==> config.mk <==
export PLATFORM = sky130hd
export DESIGN_NAME = channel_mux_rr
export DESIGN_NICKNAME = d
export VERILOG_FILES = /design/src/rtl/chmux_pkg.sv /design/src/rtl/rr_arbiter.sv /design/src/rtl/channel_mux_rr.sv
export SDC_FILE = /design/constraint.sdc
export NUM_CORES = 1
export LEC_CHECK = 0
export CAP_MARGIN = 20
export CORE_MARGIN = 2
export CORE_UTILIZATION = 45
export CTS_BUF_LIST = sky130_fd_sc_hd__clkbuf_2 sky130_fd_sc_hd__clkbuf_4 sky130_fd_sc_hd__clkbuf_8
export DETAILED_ROUTE_END_ITERATION = 6
export MAX_ROUTING_LAYER = met4
export PLACE_DENSITY = 0.81
export SYNTH_ARGS = -nofsm -noshare
export SYNTH_HDL_FRONTEND = slang
export SYNTH_SLANG_ARGS = --single-unit
==> constraint.sdc <==
create_clock -name clk -period 3.1 [get_ports clk]
set_clock_uncertainty 0.05 [all_clocks]
set_input_delay 0.31 -clock clk [delete_from_list [all_inputs] [get_ports clk]]
set_output_delay 0.31 -clock clk [all_outputs]
set_load 0.1 [all_outputs]
==> src/rtl/chmux_pkg.sv <==
// Shared types and helpers for the channel_mux_rr selector.
package chmux_pkg;

    typedef enum logic {MODE_DIRECT = 1'b0, MODE_RR = 1'b1} chmux_mode_t;
    typedef enum logic {ST_EMPTY = 1'b0, ST_FULL = 1'b1} chmux_st_t;

    // Successor of idx in a ring of n entries.
    function automatic int next_idx(input int idx, input int n);
        return (idx == n - 1) ? 0 : idx + 1;
    endfunction

endpackage

==> src/rtl/rr_arbiter.sv <==
// Round-robin search: first requester at or above ptr, wrapping modulo NUM_CH.
module rr_arbiter #(
    parameter int NUM_CH = 3,
    localparam int SEL_W = $clog2(NUM_CH)
) (
    input  logic [NUM_CH-1:0] req,
    input  logic [SEL_W-1:0]  ptr,
    input  logic              en,
    output logic [NUM_CH-1:0] gnt,
    output logic [SEL_W-1:0]  gnt_idx,
    output logic              any
);

    always_comb begin
        int idx;
        gnt     = '0;
        gnt_idx = '0;
        any     = 1'b0;
        idx     = 0;
        for (int i = 0; i < NUM_CH; i++) begin
            idx = int'(ptr) + i;
            if (idx >= NUM_CH) idx = idx - NUM_CH;
            if (!any && req[idx]) begin
                any      = 1'b1;
                gnt[idx] = en;
                gnt_idx  = SEL_W'(idx);
            end
        end
    end

endmodule

==> src/rtl/channel_mux_rr.sv <==
// N-channel selector (direct select or round-robin) with a one-deep registered
// valid/ready output. Define CHMUX_PARITY_EN to add the out_par output.
module channel_mux_rr
    import chmux_pkg::*;
#(
    parameter int NUM_CH = 3,
    parameter int IN_W   = 4,
    parameter int OUT_W  = 6,
    localparam int SEL_W = $clog2(NUM_CH)
) (
    input  logic                   clk,
    input  logic                   rst,
    input  logic                   mode,
    input  logic [SEL_W-1:0]       sel,
    input  logic [NUM_CH*IN_W-1:0] in_data,
    input  logic [NUM_CH-1:0]      in_valid,
    output logic [NUM_CH-1:0]      in_ready,
    output logic [OUT_W-1:0]       out_data,
    output logic                   out_valid,
    input  logic                   out_ready,
    output logic [SEL_W-1:0]       out_ch,
    output logic                   sel_err
`ifdef CHMUX_PARITY_EN
    ,
    output logic                   out_par
`endif
);

    chmux_st_t                   st, st_nxt;
    logic [NUM_CH-1:0][IN_W-1:0] ch_data;
    logic [SEL_W-1:0]            rr_ptr;
    logic                        mode_rr, sel_ok, can_load, xfer;
    logic [NUM_CH-1:0]           dir_rdy, arb_gnt;
    logic [SEL_W-1:0]            arb_idx, xfer_idx;
    logic                        arb_any;

    assign ch_data  = in_data;
    assign mode_rr  = (chmux_mode_t'(mode) == MODE_RR);
    assign sel_ok   = (int'(sel) < NUM_CH);
    assign can_load = (st == ST_EMPTY) || out_ready;

    // Out-of-range sel matches no channel, so it naturally yields no ready.
    always_comb begin
        dir_rdy = '0;
        for (int k = 0; k < NUM_CH; k++)
            dir_rdy[k] = can_load && (int'(sel) == k);
    end

    rr_arbiter #(.NUM_CH(NUM_CH)) u_arb (
        .req     (in_valid),
        .ptr     (rr_ptr),
        .en      (can_load && mode_rr),
        .gnt     (arb_gnt),
        .gnt_idx (arb_idx),
        .any     (arb_any)
    );

    assign in_ready = rst ? '0 : (mode_rr ? arb_gnt : dir_rdy);
    assign xfer     = mode_rr ? (arb_any && can_load) : |(in_valid & dir_rdy);
    assign xfer_idx = mode_rr ? arb_idx : sel;

    always_ff @(posedge clk or posedge rst) begin
        if (rst) st <= ST_EMPTY;
        else     st <= st_nxt;
    end

    always_comb begin
        st_nxt = st;
        case (st)
            ST_EMPTY: if (xfer) st_nxt = ST_FULL;
            ST_FULL:  if (out_ready) st_nxt = xfer ? ST_FULL : ST_EMPTY;
            default:  st_nxt = ST_EMPTY;
        endcase
    end

    always_comb begin
        out_valid = (st == ST_FULL);
    end

    always_ff @(posedge clk or posedge rst) begin
        if (rst) begin
            out_data <= '0;
            out_ch   <= '0;
            rr_ptr   <= '0;
            sel_err  <= 1'b0;
        end else begin
            sel_err <= !mode_rr && !sel_ok;
            if (xfer) begin
                out_data <= OUT_W'(ch_data[xfer_idx]);
                out_ch   <= xfer_idx;
                if (mode_rr) rr_ptr <= SEL_W'(next_idx(int'(arb_idx), NUM_CH));
            end
        end
    end

`ifdef CHMUX_PARITY_EN
    always_ff @(posedge clk or posedge rst) begin
        if (rst)       out_par <= 1'b0;
        else if (xfer) out_par <= ^ch_data[xfer_idx];
    end
`endif

endmodule

==> results.toml <==
[global_route]
grt_use_total_pct = 20.8
grt_max_degree = 13
grt_pass1_wl_microns = 3980
grt.overflow.total = 0
grt_pass1_vias = 847
antenna_found_initial = 0

[cells_and_area]
antenna_cells = 0
nets = 173
nFillCells = 174
area_growth_pct = 41.5
drive_above_1_share_pct = 14.3
fin_cells = 174

[timing]
fmax_ghz = 0.339
slew_violations = 0
hold_viol = 0
relSlewSlack_pct = 34.5
tns_ps = 0
setup_viol = 0
worst_pin_slew_ps = 979
min_period_over_period_pct = 95.1
rsz0062_at_grt = "no"
min_period_ps = 2950

[clock_tree]
insertion_delay_ps = 270
path_clk_slew_ps = 70
cts_root_buf = "clkbuf_4"
cts_buffers = 3
cts-hold-fix-buffers = 0
clk_path_buf_depth = 2
numClockSinks = 10
cts_tree = "built"
htree_levels = 1

[placed_design]
routabilityCongestion = 0.892
dpl.hpwl_microns = 2000
dp_cells = 170
io_buffers = 31

[synthesis]
synth_edf_count = 0
netlist.area_leader.share_pct = 25.7
yosysMostFrequentCell = "nand2_1"
yosys.area.top_type = "dfrtp_1"
netlist_area_sq_um = 975
ys_seq_elements = 10
synth_commonest_cells = "nand2_1 (13), inv_1 (11), nor2_1 (11), dfrtp_1 (10), mux2i_1 (8)"
synth-main-ff-cell = "dfrtp_1"
synthTopCellsByArea = "dfrtp_1 (26%), mux2i_1 (8.2%), ha_1 (5.1%)"
syn_area_per_cell_sq_um = 8.26
synth-seq-area-share_pct = 25.7
synth.distinct_cells = 46
yosysWarnings = 0
async_flop_share_pct = 100
netlist_instances = 118

[setup_path]
slowest_stage = "dfrtp_1"
critPathTopFamily = "compound AO/OA/AOI/OAI gates"
cp-end-kind = "primary output"
worstPathCellList = "inv_1, ha_2, mux2i_1, o21ai_2, and2b_1, a221o_1, a32oi_1, nor3_4, buf_12"
cp_max_fo = 8
critPathRequiredTime_ps = 2740
start_kind = "flip-flop"
crit_type = "flip-flop to primary output"
worst_path_largest_cell_delay_ps = 430
crit_arrival_ps = 2590
path_buf_inv = 2

[floorplan]
start_util_pct = 48.7
io_pins = 34
core-area_sq_mm = 0.00200
rows = 16
die_w_microns = 50.5
die_area_sq_mm = 0.00255
die_h_microns = 50.5

[power]
ir_drop_v = 0.000740
p_per_area_mw_per_mm2 = 1080
power.leakage_nw = 0.595

[hold_path]
min_path_type = "primary input to asynchronous set/reset pin"

[routing]
drt-total-wl_microns = 2510
first_iter_violations = 27
wl_per_cell_microns = 14.4
avgViaCountPerCell = 5.64
vias = 981
drt-pass1-iter-count = 4
final_antenna_net_count = 0
drc = 0

[run_status]
status = "completed"

[run]
drv_cap = 0
logic make-up (layout without fill, tap and decap cells):
kind of cell | after synthesis | count (layout) | share of synthesized area [%]
AOI/OAI and AO/OA | 32 | 32 | 25.9
other | 1 | 2 | 0.385
adders and majority gates | 5 | 5 | 6.16
and+or+nand+nor | 41 | 41 | 20.8
buffers and inverters | 19 | 47 | 10.3
DFF | 10 | 10 | 25.7
muxes | 10 | 10 | 10.8
repair_timing:
| action | CTS | global route |
|---|---|---|
| setup buffers | 0 | 0 |
| setup endpoints to repair | 1 | 1 |
| gates resized for setup | 1 | 3 |
per-layer routing:
metal / vias to the layer above / GRT usage (%) / part of all wire [%]
met4: 0 / 3.15 / 0.48
li1: 478 / - / -
met5: - / - / 0
met1: 456 / 26.4 / 41
met3: 4 / 4.76 / 6.2
met2: 43 / 34.6 / 52
sequential cells by signal, summed over array words and instances, names as in the netlist:
name	count
out_ch	2
rr_ptr	2
sel_err	1
out_valid	1
out_data	4
where the power goes:
part,internal (mW),total [mW],switching (mW)
Clock,0.0713,0.118,0.0468
Sequential,0.184,0.219,0.0355
Combinational,0.401,1.16,0.754
area by class of cell:
cell class | instances | area, sq um | share of cell area, %
clock buffers | 4 | 36.3 | 2.63
repair buffers | 32 | 348 | 25.2
flip-flops and latches | 10 | 250 | 18.1
multi-input cells | 90 | 669 | 48.5
well taps | 27 | 33.8 | 2.45
inverters | 11 | 41.3 | 2.99
worst paths after layout:
path / startpoint / end / slack, ps / depth (start not counted)
worst max-delay path: rr_ptr[1] / in_ready[0] / 150 / 9
worst min-delay path: rst / out_valid / 440 / 2
worst max register to register: rr_ptr[1] / out_data[3] / 560 / 8
worst min register to register: out_ch[1] / out_ch[1] / 440 / 2
max in group asynchronous: rst / out_ch[0] / 2260 / 2
min in group clk: out_ch[1] / out_ch[1] / 440 / 2
worst reg2reg max path, delay by kind of cell (launching register included):
family | cells | cell delay (ps)
buffers and inverters | 1 | 90
DFF | 1 | 430
adders and majority gates | 1 | 260
AOI/OAI and AO/OA | 4 | 1190
and+or+nand+nor | 2 | 450
cells in the final DEF, fill, tap and decap left out, drive strengths merged, types with 2 or more instances in the layout:
master	Yosys	layout
nor2b	2	2
nor2	11	11
conb	1	2
nand2	13	13
buf	6	4
ha	4	4
dfrtp	10	10
a221o	2	2
clkbuf	2	4
clkdlybuf4s50	0	28
a22oi	2	2
a21oi	4	4
o21ai	8	8
o221ai	4	4
inv	11	11
nand3	2	2
a21o	2	2
or2b	2	2
nor3	3	3
nand3b	3	3
mux2i	9	9
stage by stage:
stage / utilization [%] / setup WS [ps] / cell area [sq um] / hold WS [ps] / total power, mW
4_1_cts: 68.1 / 57.0 / 1360 / 440 / 1.46
3_5_place_dp: 66.1 / 261 / 1320 / 427 / 1.33
3_3_place_gp: 66.1 / 406 / 1320 / 415 / 1.31
2_1_floorplan: - / -354 / 1000 / 100 / 1.10
6_report: 68.9 / 153 / 1380 / 438 / 1.49
5_1_grt: 68.9 / 13.4 / 1380 / 466 / 1.58
Power figures use the tool's default switching activity.
